### src/rtl/fpu_arbiter_pkg.sv
// -----------------------------------------------------------------------------
// pa_fpu -- shared FPU types.
//   e_fpu_operation : 4-bit opcode; 0x0..op_exp are executable, the rest are
//                     rejected by the arbiter with an error response.
//   e_fpu_arb_state : states of the two-requester FPU arbiter.
//   is_legal_op()   : true when an opcode may be sent to the FPU core.
// -----------------------------------------------------------------------------
package pa_fpu;

   typedef enum logic [3:0] {
      op_add  = 4'h0,
      op_sub  = 4'h1,
      op_mul  = 4'h2,
      op_div  = 4'h3,
      op_sqrt = 4'h4,
      op_min  = 4'h5,
      op_max  = 4'h6,
      op_cmp  = 4'h7,
      op_cvt  = 4'h8,
      op_exp  = 4'h9   // last opcode the FPU core executes
   } e_fpu_operation;

   typedef enum logic [1:0] {
      ARB_IDLE,
      ARB_ISSUE,
      ARB_WAIT,
      ARB_RESP
   } e_fpu_arb_state;

   function automatic logic is_legal_op(input e_fpu_operation op);
      return op <= op_exp;
   endfunction

endpackage

### src/rtl/fpu_arbiter_if.sv
// -----------------------------------------------------------------------------
// fpu_arbiter_if -- requester and FPU-core signals of the FPU arbiter.
//   Requester side : req_valid/req_ready/req_op/req_a/req_b (per requester),
//                    resp_valid/resp_ready (per requester), resp_result/resp_err
//                    (shared payload).
//   FPU side       : fpu_start/fpu_abort/fpu_op/fpu_a/fpu_b (command),
//                    fpu_done/fpu_result (completion).
//   master : the environment (requesters plus FPU core).
//   slave  : the arbiter.
// -----------------------------------------------------------------------------
interface fpu_arbiter_if;
   import pa_fpu::*;

   logic [1:0]        req_valid;
   logic [1:0]        req_ready;
   e_fpu_operation    req_op [2];
   logic [1:0][31:0]  req_a;
   logic [1:0][31:0]  req_b;

   logic [1:0]        resp_valid;
   logic [1:0]        resp_ready;
   logic [31:0]       resp_result;
   logic              resp_err;

   logic              fpu_start;
   logic              fpu_abort;
   e_fpu_operation    fpu_op;
   logic [31:0]       fpu_a;
   logic [31:0]       fpu_b;
   logic              fpu_done;
   logic [31:0]       fpu_result;

   modport master (
      output req_valid, req_op, req_a, req_b, resp_ready, fpu_done, fpu_result,
      input  req_ready, resp_valid, resp_result, resp_err,
             fpu_start, fpu_abort, fpu_op, fpu_a, fpu_b
   );

   modport slave (
      input  req_valid, req_op, req_a, req_b, resp_ready, fpu_done, fpu_result,
      output req_ready, resp_valid, resp_result, resp_err,
             fpu_start, fpu_abort, fpu_op, fpu_a, fpu_b
   );

endinterface

### src/rtl/fpu_arbiter_rr_arb2.sv
// -----------------------------------------------------------------------------
// fpu_rr_arb2 -- two-way round-robin grant, purely combinational.
//   req : request bits
//   ptr : preferred requester when both request
//   gnt : one-hot grant (all zero when nobody requests)
// -----------------------------------------------------------------------------
module fpu_rr_arb2 (
   input  logic [1:0] req,
   input  logic       ptr,
   output logic [1:0] gnt
);

   // A requester wins if it is alone, or if both request and it is preferred.
   assign gnt[0] = req[0] & (~req[1] | ~ptr);
   assign gnt[1] = req[1] & (~req[0] |  ptr);

endmodule

### src/rtl/fpu_arbiter.sv
// -----------------------------------------------------------------------------
// fpu_arbiter -- shares one FPU core between two requesters.
//   clk, rst_n : rising-edge clock, synchronous active-low reset
//   bus        : fpu_arbiter_if.slave (requester command/response channels and
//                the FPU core command/completion channels)
// One operation is in flight at a time. Illegal opcodes are answered directly
// with an error; legal ones are started on the core, and an operation whose
// fpu_done does not arrive within TIMEOUT_CYCLES wait cycles is aborted and
// answered with an error.
// -----------------------------------------------------------------------------
module fpu_arbiter
   import pa_fpu::*;
#(
   parameter int unsigned TIMEOUT_CYCLES = 256
) (
   input  logic          clk,
   input  logic          rst_n,
   fpu_arbiter_if.slave  bus
);

   localparam logic [15:0] CNT_LAST = 16'(TIMEOUT_CYCLES - 1);

   e_fpu_arb_state  state, state_nxt;
   logic            ptr;
   logic            owner;
   e_fpu_operation  op_q;
   logic [31:0]     a_q, b_q, result_q;
   logic            err_q;
   logic [15:0]     cnt;

   logic [1:0]      gnt;
   logic            sel;
   e_fpu_operation  op_sel;
   logic            accept;
   logic            resp_hs;
   logic            timeout_hit;

   fpu_rr_arb2 u_rr (
      .req (bus.req_valid),
      .ptr (ptr),
      .gnt (gnt)
   );

   assign sel     = gnt[1];
   assign op_sel  = bus.req_op[sel];
   assign accept  = (state == ARB_IDLE) && (|gnt);
   assign resp_hs = (state == ARB_RESP) && bus.resp_ready[owner];
   // A completion in the last wait cycle beats the timeout.
   assign timeout_hit = (state == ARB_WAIT) && !bus.fpu_done && (cnt == CNT_LAST);

   // NOTE: sequential state uses non-blocking assignments so every register
   // samples the pre-edge values, independent of process ordering.
   always_ff @(posedge clk) begin
      if (!rst_n) state <= ARB_IDLE;
      else        state <= state_nxt;
   end

   // NOTE: every combinational output gets a default first, so no path
   // through the case leaves it unassigned and infers a latch.
   always_comb begin
      state_nxt = state;
      case (state)
         ARB_IDLE:  if (accept) state_nxt = is_legal_op(op_sel) ? ARB_ISSUE : ARB_RESP;
         ARB_ISSUE: state_nxt = ARB_WAIT;
         ARB_WAIT:  if (bus.fpu_done || timeout_hit) state_nxt = ARB_RESP;
         ARB_RESP:  if (resp_hs) state_nxt = ARB_IDLE;
         default:   state_nxt = ARB_IDLE;
      endcase
   end

   always_comb begin
      bus.req_ready  = '0;
      bus.resp_valid = '0;
      bus.fpu_start  = 1'b0;
      bus.fpu_abort  = 1'b0;
      case (state)
         ARB_IDLE:  bus.req_ready = gnt;
         ARB_ISSUE: bus.fpu_start = 1'b1;
         ARB_WAIT:  bus.fpu_abort = timeout_hit;
         ARB_RESP:  bus.resp_valid[owner] = 1'b1;
         default:   ;
      endcase
   end

   assign bus.fpu_op      = op_q;
   assign bus.fpu_a       = a_q;
   assign bus.fpu_b       = b_q;
   assign bus.resp_result = result_q;
   assign bus.resp_err    = err_q;

   // Command/response registers. They only change on accept, completion or
   // timeout, which keeps the FPU command and the response payload stable
   // for as long as they are being presented.
   // NOTE: the payload registers are plain flops, not a memory, so they take
   // the reset value and the outputs they drive are defined straight after reset.
   always_ff @(posedge clk) begin
      if (!rst_n) begin
         ptr      <= 1'b0;
         owner    <= 1'b0;
         op_q     <= op_add;
         a_q      <= '0;
         b_q      <= '0;
         result_q <= '0;
         err_q    <= 1'b0;
         cnt      <= '0;
      end else begin
         case (state)
            ARB_IDLE: begin
               if (accept) begin
                  owner <= sel;
                  op_q  <= op_sel;
                  a_q   <= bus.req_a[sel];
                  b_q   <= bus.req_b[sel];
                  if (!is_legal_op(op_sel)) begin
                     result_q <= '0;
                     err_q    <= 1'b1;
                  end
               end
            end
            ARB_ISSUE: cnt <= '0;
            ARB_WAIT: begin
               if (bus.fpu_done) begin
                  result_q <= bus.fpu_result;
                  err_q    <= 1'b0;
               end else if (cnt == CNT_LAST) begin
                  result_q <= '0;
                  err_q    <= 1'b1;
               end else begin
                  cnt <= cnt + 16'd1;
               end
            end
            ARB_RESP: if (resp_hs) ptr <= ~owner;
            default: ;
         endcase
      end
   end

endmodule

### src/flat_wrapper.sv
// flat-port wrapper written by rule: the top's interface ports become plain ports
module fpu_arbiter_flat import pa_fpu::*;
#(
   parameter int unsigned TIMEOUT_CYCLES = 256
)
  (clk, rst_n, bus_req_valid, bus_req_op, bus_req_a, bus_req_b, bus_resp_ready, bus_fpu_done, bus_fpu_result, bus_req_ready, bus_resp_valid, bus_resp_result, bus_resp_err, bus_fpu_start, bus_fpu_abort, bus_fpu_op, bus_fpu_a, bus_fpu_b);
  fpu_arbiter_if bus_i ();
  input  logic clk;
  input  logic rst_n;
  input wire logic [$bits(bus_i.req_valid)-1:0] bus_req_valid;
  input wire logic [$bits(bus_i.req_op)-1:0] bus_req_op;
  input wire logic [$bits(bus_i.req_a)-1:0] bus_req_a;
  input wire logic [$bits(bus_i.req_b)-1:0] bus_req_b;
  input wire logic [$bits(bus_i.resp_ready)-1:0] bus_resp_ready;
  input wire logic [$bits(bus_i.fpu_done)-1:0] bus_fpu_done;
  input wire logic [$bits(bus_i.fpu_result)-1:0] bus_fpu_result;
  output wire logic [$bits(bus_i.req_ready)-1:0] bus_req_ready;
  output wire logic [$bits(bus_i.resp_valid)-1:0] bus_resp_valid;
  output wire logic [$bits(bus_i.resp_result)-1:0] bus_resp_result;
  output wire logic [$bits(bus_i.resp_err)-1:0] bus_resp_err;
  output wire logic [$bits(bus_i.fpu_start)-1:0] bus_fpu_start;
  output wire logic [$bits(bus_i.fpu_abort)-1:0] bus_fpu_abort;
  output wire logic [$bits(bus_i.fpu_op)-1:0] bus_fpu_op;
  output wire logic [$bits(bus_i.fpu_a)-1:0] bus_fpu_a;
  output wire logic [$bits(bus_i.fpu_b)-1:0] bus_fpu_b;
  assign bus_i.req_valid = bus_req_valid;
  assign bus_i.req_op = {>>{bus_req_op}};
  assign bus_i.req_a = bus_req_a;
  assign bus_i.req_b = bus_req_b;
  assign bus_i.resp_ready = bus_resp_ready;
  assign bus_i.fpu_done = bus_fpu_done;
  assign bus_i.fpu_result = bus_fpu_result;
  assign bus_req_ready = bus_i.req_ready;
  assign bus_resp_valid = bus_i.resp_valid;
  assign bus_resp_result = bus_i.resp_result;
  assign bus_resp_err = bus_i.resp_err;
  assign bus_fpu_start = bus_i.fpu_start;
  assign bus_fpu_abort = bus_i.fpu_abort;
  assign bus_fpu_op = bus_i.fpu_op;
  assign bus_fpu_a = bus_i.fpu_a;
  assign bus_fpu_b = bus_i.fpu_b;
  fpu_arbiter #(.TIMEOUT_CYCLES(TIMEOUT_CYCLES)) u_core (.clk(clk), .rst_n(rst_n), .bus(bus_i));
endmodule
### config.mk
export PLATFORM = sky130hd
export DESIGN_NAME = fpu_arbiter_flat
export DESIGN_NICKNAME = d
export VERILOG_FILES = /design/src/rtl/fpu_arbiter_pkg.sv /design/src/rtl/fpu_arbiter_if.sv /design/src/rtl/fpu_arbiter_rr_arb2.sv /design/src/rtl/fpu_arbiter.sv /design/src/flat_wrapper.sv
export SDC_FILE = /design/constraint.sdc
export NUM_CORES = 1
export LEC_CHECK = 0
export BUFFER_PORTS_ARGS = -buffer_cell sky130_fd_sc_hd__buf_2
export CORE_AREA = 2 2 118 109
export CTS_CLUSTER_SIZE = 25
export DETAILED_ROUTE_END_ITERATION = 8
export DIE_AREA = 0 0 120 111
export GPL_TIMING_DRIVEN = 0
export PLACE_DENSITY = 0.84
export REMOVE_ABC_BUFFERS = 1
export SETUP_SLACK_MARGIN = 0.5
export SYNTH_ARGS = -nofsm -noshare
export SYNTH_HDL_FRONTEND = slang
export SYNTH_SLANG_ARGS = --single-unit
### constraint.sdc
create_clock -name clk -period 4.4 [get_ports clk]
set_input_delay 0.66 -clock clk [delete_from_list [all_inputs] [get_ports clk]]
set_output_delay 0.66 -clock clk [all_outputs]
set_load 0.05 [all_outputs]
==> flow_summary.ini, run 1 <==
[clocking]
h-tree-depth = 4
cts_resized = 0
cts_sinks = 121
cts_buffers = 17
root_buffer = clkbuf_16
path_clk_slew_ns = 0.05
clockBufferDepth = 2
hold_buffers = 0
cts_tree = done
clk_latency_ns = 0.42
post-cts-setup-buffers = 0

[pwr]
p_seq_share_pct = 28.9
ir_drop_uv = 359
pwr-share-comb_pct = 44.1
power.static_leakage_nw = 4.23
p_int_mw = 2.92
p_per_area_mw_per_mm2 = 648
swShare_pct = 44.7
power.switching_mw = 2.36
power_frac_clock_pct = 27.0

[finish]
stdcell_area_sq_mm = 0.00814
nFillCells = 1011
nNetsFinal = 1133
syn_to_final_growth_pct = 37.6
drive_gt1_share_pct = 34.5

[worst_setup_path]
crit_path_max_incr_delay_ns = 0.99
startpoint_type = primary input
critPathMostFrequentCell = buf_2
criticalPathCategory = primary input to output pin
cp.arrival_ns = 2.92
reg2regPathDepth = 6
regToRegSetupSlack_ns = 1.73
timing.rr.start = u_core.ptr
crit_start = bus_req_valid[1]
cp-end-kind = output pin
rr_endpoint = u_core.bus.resp_result[8]
path_cells = buf_2, nand2_2, nor2_1, buf_2
critPathTopFamily = buffers and inverters
cp_slowest_cell = buf_2
cp_data_required_time_ns = 3.74
cp_max_fo = 73
path_buf_inv = 2
worstSetupEndpoint = bus_req_ready[1]
cp.depth = 4

[min_path]
hold_class = register to register

[sta]
rsz0062_at_grt = false
slew_headroom_pct = 9.22
hold_ws_ns = 0.492
hold_violations = 0
max_freq_mhz = 279
final_max_slew_viol_count = 0
period_needed_ns = 3.58
fin_crit_sh_pct = 81.4
fin_skew_ns = 0.0102
worst_pin_slew_ns = 1.36
setup_viol = 0

[synthesis]
synth_area_leader_cell = dfxtp_1
synth_cell_types = 37
yosysMostFrequentCell = nand3_1
synth_area_leaders = dfxtp_1, nand3_1, o211a_1
syn_inst = 715
synthArstFlopShare_pct = 0
synth-seq-cells = 121
synth_flop_cell = dfxtp_1
synth.top_cell.area_share_pct = 40.9
yosysSeqAreaShare_pct = 40.9
syn_avg_cell_area_sq_um = 8.28
syn_area_sq_mm = 0.00592
yosysWarningCount = 0
netlist_top_cells_count = nand3_1, dfxtp_1, nand2_1
synth_edf_count = 0

[global_routing]
grt_max_degree = 97
grt_use_total_pct = 27.4
grt_pass1_vias = 6212
grt_pass1_wl_um = 29600
overflow = 0
grt_antenna_before_repair = 1

[route]
ant_nets = 0
routed_wl_um = 18400
drc_errors = 0
drtIter0Drc = 490
wire_per_inst_um = 16.3
vias_per_cell = 5.65
vias = 6389
dr.pass1.iters = 5

[floorplan]
die_area_sq_mm = 0.0133
die_x_um = 120
core_region_area_sq_mm = 0.0122
rows = 39
start_util_pct = 48.3
die_y_um = 111
io_pins = 282

[run_status]
run_status = complete, no violations

[placed_design]
port_buffers = 281
placed_area_sq_mm = 0.00753
gp_congestion = 0.846
place_hpwl_um = 12800

[job]
cap_viol_max_count = 0
[through the flow]
stage | power [mW] | util (%) | setup TNS, ns | setup WS (ns) | std cells
final | 5.28 | 66.5 | 0 | 0.818 | 1130
after global routing | 5.51 | 66.5 | 0 | 0.667 | 1130
after CTS | 5.29 | 66.5 | 0 | 0.857 | 1129
after detailed placement | 3.87 | 61.5 | 0 | 0.851 | 1097
after global placement | 3.62 | 59.1 | -346.94 | -4.98 | 1086
after floorplan | 3.18 | - | -70.16 | -1.02 | 641
[metal layers]
layer	up-vias	wire length (um)	global-route usage (%)	part of all wire [%]
met5	-	0	0	0
met4	0	615	13.0	3.3
met3	51	1450	8.02	7.9
met2	296	8790	46.0	48
met1	2934	7520	32.0	41
li1	3108	-	-	-
[cells by family (layout without fill, tap and decap cells)]
| group | Yosys count | after routing | share of synthesized area, % |
|---|---|---|---|
| flip-flops | 121 | 121 | 40.9 |
| multiplexers | 2 | 2 | 0.338 |
| AO/OA/AOI/OAI | 156 | 156 | 23.3 |
| adder cells (fa/ha/maj) | 6 | 6 | 1.27 |
| buffers and inverters | 81 | 331 | 5.45 |
| AND/OR/NAND/NOR | 335 | 335 | 26.6 |
| other | 0 | 1 | 0 |
| XOR/XNOR | 14 | 14 | 2.07 |
[state kept, by name (all words and copies together), names as in the netlist]
signal                  count
u_core.bus.fpu_op           4
u_core.cnt                 16
u_core.bus.resp_err         1
u_core.bus.resp_result     32
u_core.state                2
u_core.bus.fpu_b           32
u_core.ptr                  1
u_core.owner                1
u_core.bus.fpu_a           32
[how the worst min path moves through the flow]
| stage | cells past startpoint | start | slack, ns | endpoint |
|---|---|---|---|---|
| 3_3_place_gp | 1 | u_core.bus.fpu_a[6] | 0.47 | u_core.bus.fpu_a[6] |
| 4_1_cts | 3 | bus_fpu_result[22] | 0.49 | u_core.bus.resp_result[22] |
| 5_1_grt | 1 | u_core.bus.fpu_b[11] | 0.50 | u_core.bus.fpu_b[11] |
| 6_report | 1 | u_core.bus.fpu_b[14] | 0.49 | u_core.bus.fpu_b[14] |
| 3_5_place_dp | 1 | u_core.bus.fpu_b[14] | 0.48 | u_core.bus.fpu_b[14] |
| 2_1_floorplan | 2 | u_core.state[0] | 0.48 | u_core.state[0] |
[cell type report]
type	instances	area [sq um]	share of cell area (%)
antenna	1	2.50	0.0307
timing repair buffer	292	1670	20.5
multi-input combinational	513	3220	39.5
sequential	121	2420	29.7
clock inverter	12	149	1.83
inverter	7	26.3	0.323
tap	164	205	2.52
clock buffer	20	457	5.61
[power groups by stage]
stage          sequential [mW]  combinational [mW]  clock, mW
6_report                  1.53                2.33       1.42
5_1_grt                   1.56                2.47       1.49
4_1_cts                   1.52                2.33       1.44
3_5_place_dp              1.54                2.33          0
3_3_place_gp              1.49                2.13          0
2_1_floorplan             2.43               0.744          0
[cell usage in the layout (no fill, tap or decap), drive strengths merged, types with 4 or more instances in the layout]
master    count
o311ai       32
xor2         14
and2          6
o211a        69
dfxtp       121
nand4         6
o21ai         7
clkinv        5
nor2         20
buf         292
o211ai       34
nor2b         4
clkinvlp      4
ha            6
a21oi         4
clkbuf       20
nand2       112
nand3       174
inv           7
Power figures use the tool's default switching activity.
==> run 2, diff against run 1 <==
Settings changed: ABC_AREA set to 1, CORE_AREA 2 2 118 109 to 2 2 131 120, DIE_AREA 0 0 120 111 to 0 0 133 122, PLACE_DENSITY 0.84 to 0.76.
Clock period 4.4 ns to 3.2 ns, I/O delays scaled along.
==> run 2 against run 1 <==
  * First-iteration DRC count decreased by 39%
  * Hold slack got worse by 0.16 ns
  * Combinational power increased by 69%
  * Clock power increased by 42%
  * Cell count increased by 22%
  * Critical endpoint is now bus_fpu_abort
  * Highest routed layer unchanged
==> flow_summary.ini, run 2 <==
[synthesis]
synth_area_leaders = dfxtp_1, inv_1, mux2_2
yosysMostFrequentCell = inv_1
netlist_top_cells_count = inv_1, nand2_1, dfxtp_1
synth_cell_types = 27
synthArstFlopShare_pct = 0
yosysSeqAreaShare_pct = 38.6
syn_inst = 901
syn_avg_cell_area_sq_um = 6.96
synth_top_family_by_area = simple AND/OR/NAND/NOR gates
synth-seq-cells = 121
syn_area_sq_mm = 0.00627
yosys.area_share.simple_pct = 19.3
synth.area.mux_share_pct = 11.7
yosysWarningCount = 0
synth_xor_area_share_pct = 0.279
synth.top_cell.area_share_pct = 38.6
synth_compound_area_share_pct = 13.4
synth_flop_cell = dfxtp_1
synth_area_leader_cell = dfxtp_1
synth_fa_ha_area_share_pct = 1.20
synth_edf_count = 0

[sta]
setup_viol = 0
slew_headroom_pct = 46.1
hold_violations = 0
period_needed_ns = 2.60
tns_ns = 0
fin_skew_ns = 0.00871
worst_pin_slew_ns = 0.807
max_freq_mhz = 384
fin_crit_sh_pct = 81.4
final_max_slew_viol_count = 0
fin_ws_ns = 0.595
rsz0062_at_grt = false

[clocking]
clockBufferDepth = 2
cts_sinks = 121
post-cts-setup-buffers = 0
path_clk_slew_ns = 0.06
root_buffer = clkbuf_16
cts_tree = done
hold_buffers = 0
h-tree-depth = 4
cts_buffers = 17
clk_latency_ns = 0.42

[global_routing]
use_met2_pct = 36.6
grt.met1_usage_pct = 23.1
grt_antenna_before_repair = 1
grt_pass1_vias = 5700
grtUsageMet3_pct = 8.74
overflow = 0
busiest_layer = met2
grt_use_total_pct = 20.8
grt_pass1_wl_um = 26900
grt_max_degree = 70

[floorplan]
rows = 43
start_util_pct = 41.8
die_x_um = 133
die_area_sq_mm = 0.0162
core_region_area_sq_mm = 0.0150
io_pins = 282
die_y_um = 122

[route]
drc_errors = 0
dr.pass1.iters = 4
vias_per_cell = 4.60
vias = 6341
ant_nets = 0
drtIter0Drc = 297
routed_wl_um = 17800
wire_per_inst_um = 12.9

[worst_setup_path]
cp_max_fo = 6
criticalPathCategory = register to output pin
cp-end-kind = output pin
startpoint_type = register
cp.arrival_ns = 2.12
cp_data_required_time_ns = 2.72

[pwr]
power_mw = 8.14
p_seq_share_pct = 26.8
power.switching_mw = 3.91
pwr-share-comb_pct = 48.4
power.static_leakage_nw = 4.64
power_frac_clock_pct = 24.8
p_int_mw = 4.23
p_per_area_mw_per_mm2 = 956
ir_drop_uv = 728
swShare_pct = 48.0

[placed_design]
place_hpwl_um = 12200
port_buffers = 281
gp_congestion = 0.813
pre_cts_slack_ns = -0.315

[finish]
utilization_pct = 56.7
nNetsFinal = 1343
syn_to_final_growth_pct = 35.7
drive_gt1_share_pct = 34.1
final_common_cell = buf_2
final_cell_mix = buf_2, inv_1, nand2_1, dfxtp_1, nor2_1

[run_status]
run_status = complete, no violations

[job]
cap_viol_max_count = 0

[min_path]
hold_class = primary input to register
==> run 2: cell count changes after synthesis, moves of 30 or more <==
cell      previous run  this run
inv_1                7       204
nand3_1            174        30
nor2_1              20       113
a21oi_1              4        86
o211a_1             69         0
o21ai_0              7        76
mux2_2               0        65
clkbuf_1            57        21
o211ai_1            34         0
o311ai_1            30         0
==> run 2: worst paths after layout <==
path | slack, ns | endpoint | from | depth (start not counted)
hold reg to reg | 0.47 | u_core.bus.resp_result[7] | u_core.bus.resp_result[7] | 2
setup / recovery | 0.60 | bus_fpu_abort | u_core.cnt[0] | 8
hold / removal | 0.33 | u_core.ptr | bus_resp_ready[0] | 3
setup reg to reg | 0.73 | u_core.bus.resp_result[15] | u_core.cnt[0] | 11
==> run 2: what timing repair did <==
| item | 4_1_cts | 5_1_grt |
|---|---|---|
| gates cloned | 2 | 2 |
| gates resized for setup | 8 | 4 |
| pin swaps | 2 | 1 |
| setup endpoints to repair | 87 | 35 |
==> run 2: cell type report <==
type                            count  area, sq um
Clock buffer                       20          467
Tap cell                          202          253
Fill cell                        1449         6500
Antenna cell                        1         2.50
Multi-Input combinational cell    534         2970
Sequential cell                   121         2420
Clock inverter                     12          165
Timing Repair Buffer              284         1470
Inverter                          204          769
==> run 2: through the flow <==
stage | cells | hold WS, ns | cell area (sq um)
2_1_floorplan | 855 | 0.458 | 6060
3_3_place_gp | 1338 | 0.445 | 7720
3_5_place_dp | 1341 | 0.456 | 7790
4_1_cts | 1375 | 0.320 | 8480
5_1_grt | 1378 | 0.361 | 8510
6_report | 1378 | 0.332 | 8510
==> run 2: critical path: stages (launching register included) <==
cell and delay (ns):
dfxtp_1 0.37, ha_1 0.25, inv_1 0.09, nor2_4 0.17, nand2_2 0.09, nor2_4 0.13, nand2_4 0.10, nor3_1 0.23
buf_4 0.26
==> run 2: power groups by stage <==
stage          Combinational, mW  Clock [mW]  Sequential, mW
2_1_floorplan               1.41           0            3.67
3_3_place_gp                3.76           0            2.18
3_5_place_dp                3.83           0            2.20
4_1_cts                     3.94        2.05            2.18
5_1_grt                     4.29        2.12            2.23
6_report                    3.94        2.02            2.18
==> run 2: logic make-up after synthesis <==
family          after synthesis
xor+xnor                      2
fa+ha+maj                     6
buf+inv                     250
flops                       121
simple gates                292
compound gates              165
mux                          65
==> run 2: routing by layer <==
metal / wire (um) / part of all wire, %
met4: 204 / 1.1
met2: 8800 / 49
met5: 0 / 0
met3: 1520 / 8.5
met1: 7300 / 41
==> run 3, diff against run 2 <==
Settings changed: CORE_AREA 2 2 131 120 to 2 2 124 114, DIE_AREA 0 0 133 122 to 0 0 126 116, PLACE_DENSITY 0.76 to 0.8.
Clock period 3.2 ns to 2.7 ns, I/O delays scaled along.
==> run 3 against run 2 <==
  * Utilization grew 8.4 points
  * Register-to-register slack lost 0.08 ns
  * Wire length grew 3.4%
  * Global-route usage grew 4.0 points
  * Clock power grew 14%
  * Largest cell class unchanged
  * Largest power group unchanged
==> flow_summary.ini, run 3 (synthesis gave the netlist of run 2 again) <==
[floorplan]
die_x_um = 126
rows = 40
io_pins = 282
die_area_sq_mm = 0.0146
die_y_um = 116
core_region_area_sq_mm = 0.0132
start_util_pct = 47.5

[sta]
fin_ws_ns = 0.531
hold_ws_ns = 0.274
fin_skew_ns = 0.00631
fin_crit_sh_pct = 80.3
rsz0062_at_grt = true
period_needed_ns = 2.17
setup_viol = 0
worst_pin_slew_ns = 0.746
tns_ns = 0
hold_violations = 0
final_max_slew_viol_count = 0
max_freq_mhz = 461
slew_headroom_pct = 50.3

[worst_setup_path]
crit_path_max_incr_delay_ns = 0.34
cp-end-kind = output pin
criticalPathCategory = register to output pin
startpoint_type = register
path_buf_inv = 3
cp_data_required_time_ns = 2.30
cp.arrival_ns = 1.76
cp_slowest_cell = dfxtp_1
critPathMostFrequentCell = inv_1
cp_max_fo = 8
critPathTopFamily = buffers and inverters
path_cells = inv_1, ha_2, inv_1, nor3_2, buf_6

[placed_design]
place_hpwl_um = 12300
placed_area_sq_mm = 0.00775
pre_cts_slack_ns = -0.751
gp_congestion = 0.852
port_buffers = 281

[clocking]
h-tree-depth = 4
hold_buffers = 0
clk_latency_ns = 0.41
root_buffer = clkbuf_16
path_clk_slew_ns = 0.05
cts_sinks = 121
cts_buffers = 17
clockBufferDepth = 2
cts_tree = done

[route]
vias = 6487
drtIter0Drc = 291
wire_per_inst_um = 13.6
vias_per_cell = 4.79
routed_wl_um = 18400
ant_nets = 0
drc_errors = 0
dr.pass1.iters = 8

[global_routing]
overflow = 0
grt_pass1_wl_um = 29100
grt_use_total_pct = 24.7
grt_pass1_vias = 6202
grt_antenna_before_repair = 1
grt_max_degree = 53

[finish]
nFillCells = 1154
stdcell_area_sq_mm = 0.00860
drive_gt1_share_pct = 35.2
utilization_pct = 65.1
syn_to_final_growth_pct = 37.1
nNetsFinal = 1355
final_common_cell = buf_2
final_cell_mix = buf_2, inv_1, nand2_1

[job]
cap_viol_max_count = 0

[pwr]
ir_drop_uv = 824
power.static_leakage_nw = 4.67
p_per_area_mw_per_mm2 = 1130

[min_path]
hold_class = primary input to register

[run_status]
run_status = complete, no violations
-- run 3: per-stage QoR --
step           total power [mW]  std cells
5_1_grt                    10.3       1355
3_5_place_dp               7.15       1307
3_3_place_gp               7.04       1304
2_1_floorplan              6.02        855
4_1_cts                    9.69       1350
6_report                   9.73       1355
-- run 3: cell type report --
type / instances / area (sq um) / share of cell area, %
inverters: 204 / 773 / 8.99
flip-flops and latches: 121 / 2420 / 28.2
clock inverters: 11 / 149 / 1.73
well taps: 168 / 210 / 2.44
multi-input cells: 535 / 3030 / 35.2
diodes: 1 / 2.50 / 0.0291
clock buffers: 20 / 447 / 5.19
repair buffers: 295 / 1560 / 18.2
-- run 3: report_power, final --
part	leakage [nW]	switching, mW	internal [mW]
Clock	0.282	0.826	1.47
Combinational	3.39	3.59	1.26
Sequential	0.998	0.255	2.32
-- run 3: worst reg2reg max path: cells and delay by family, from the launching register on --
family / cells / cell delay (ns)
simple gates: 4 / 0.77
buf+inv: 4 / 0.50
flops: 1 / 0.35
fa+ha+maj: 1 / 0.20
compound gates: 1 / 0.11
-- run 3: repair_timing --
action	4_1_cts	5_1_grt
setup buffers	7	4
pin swaps	7	3
endpoints found under the setup margin	120	44
cloned	5	0
resized for setup	24	6
-- run 3: final timing paths --
check | slack [ns] | cells after the start | from | to
hold / removal | 0.27 | 3 | bus_resp_ready[0] | u_core.ptr
hold reg to reg | 0.47 | 2 | u_core.bus.resp_result[20] | u_core.bus.resp_result[20]
setup reg to reg | 0.65 | 10 | u_core.state[1] | u_core.bus.resp_result[2]
setup / recovery | 0.53 | 5 | u_core.state[0] | bus_fpu_abort
-- run 3: routing by layer --
layer | GRT usage [%] | wire (um) | vias up
met5 | 0 | 0 | -
met4 | 9.89 | 393 | 0
met3 | 8.45 | 1470 | 33
met2 | 43.8 | 9120 | 247
met1 | 27.6 | 7440 | 2876
li1 | - | - | 3331
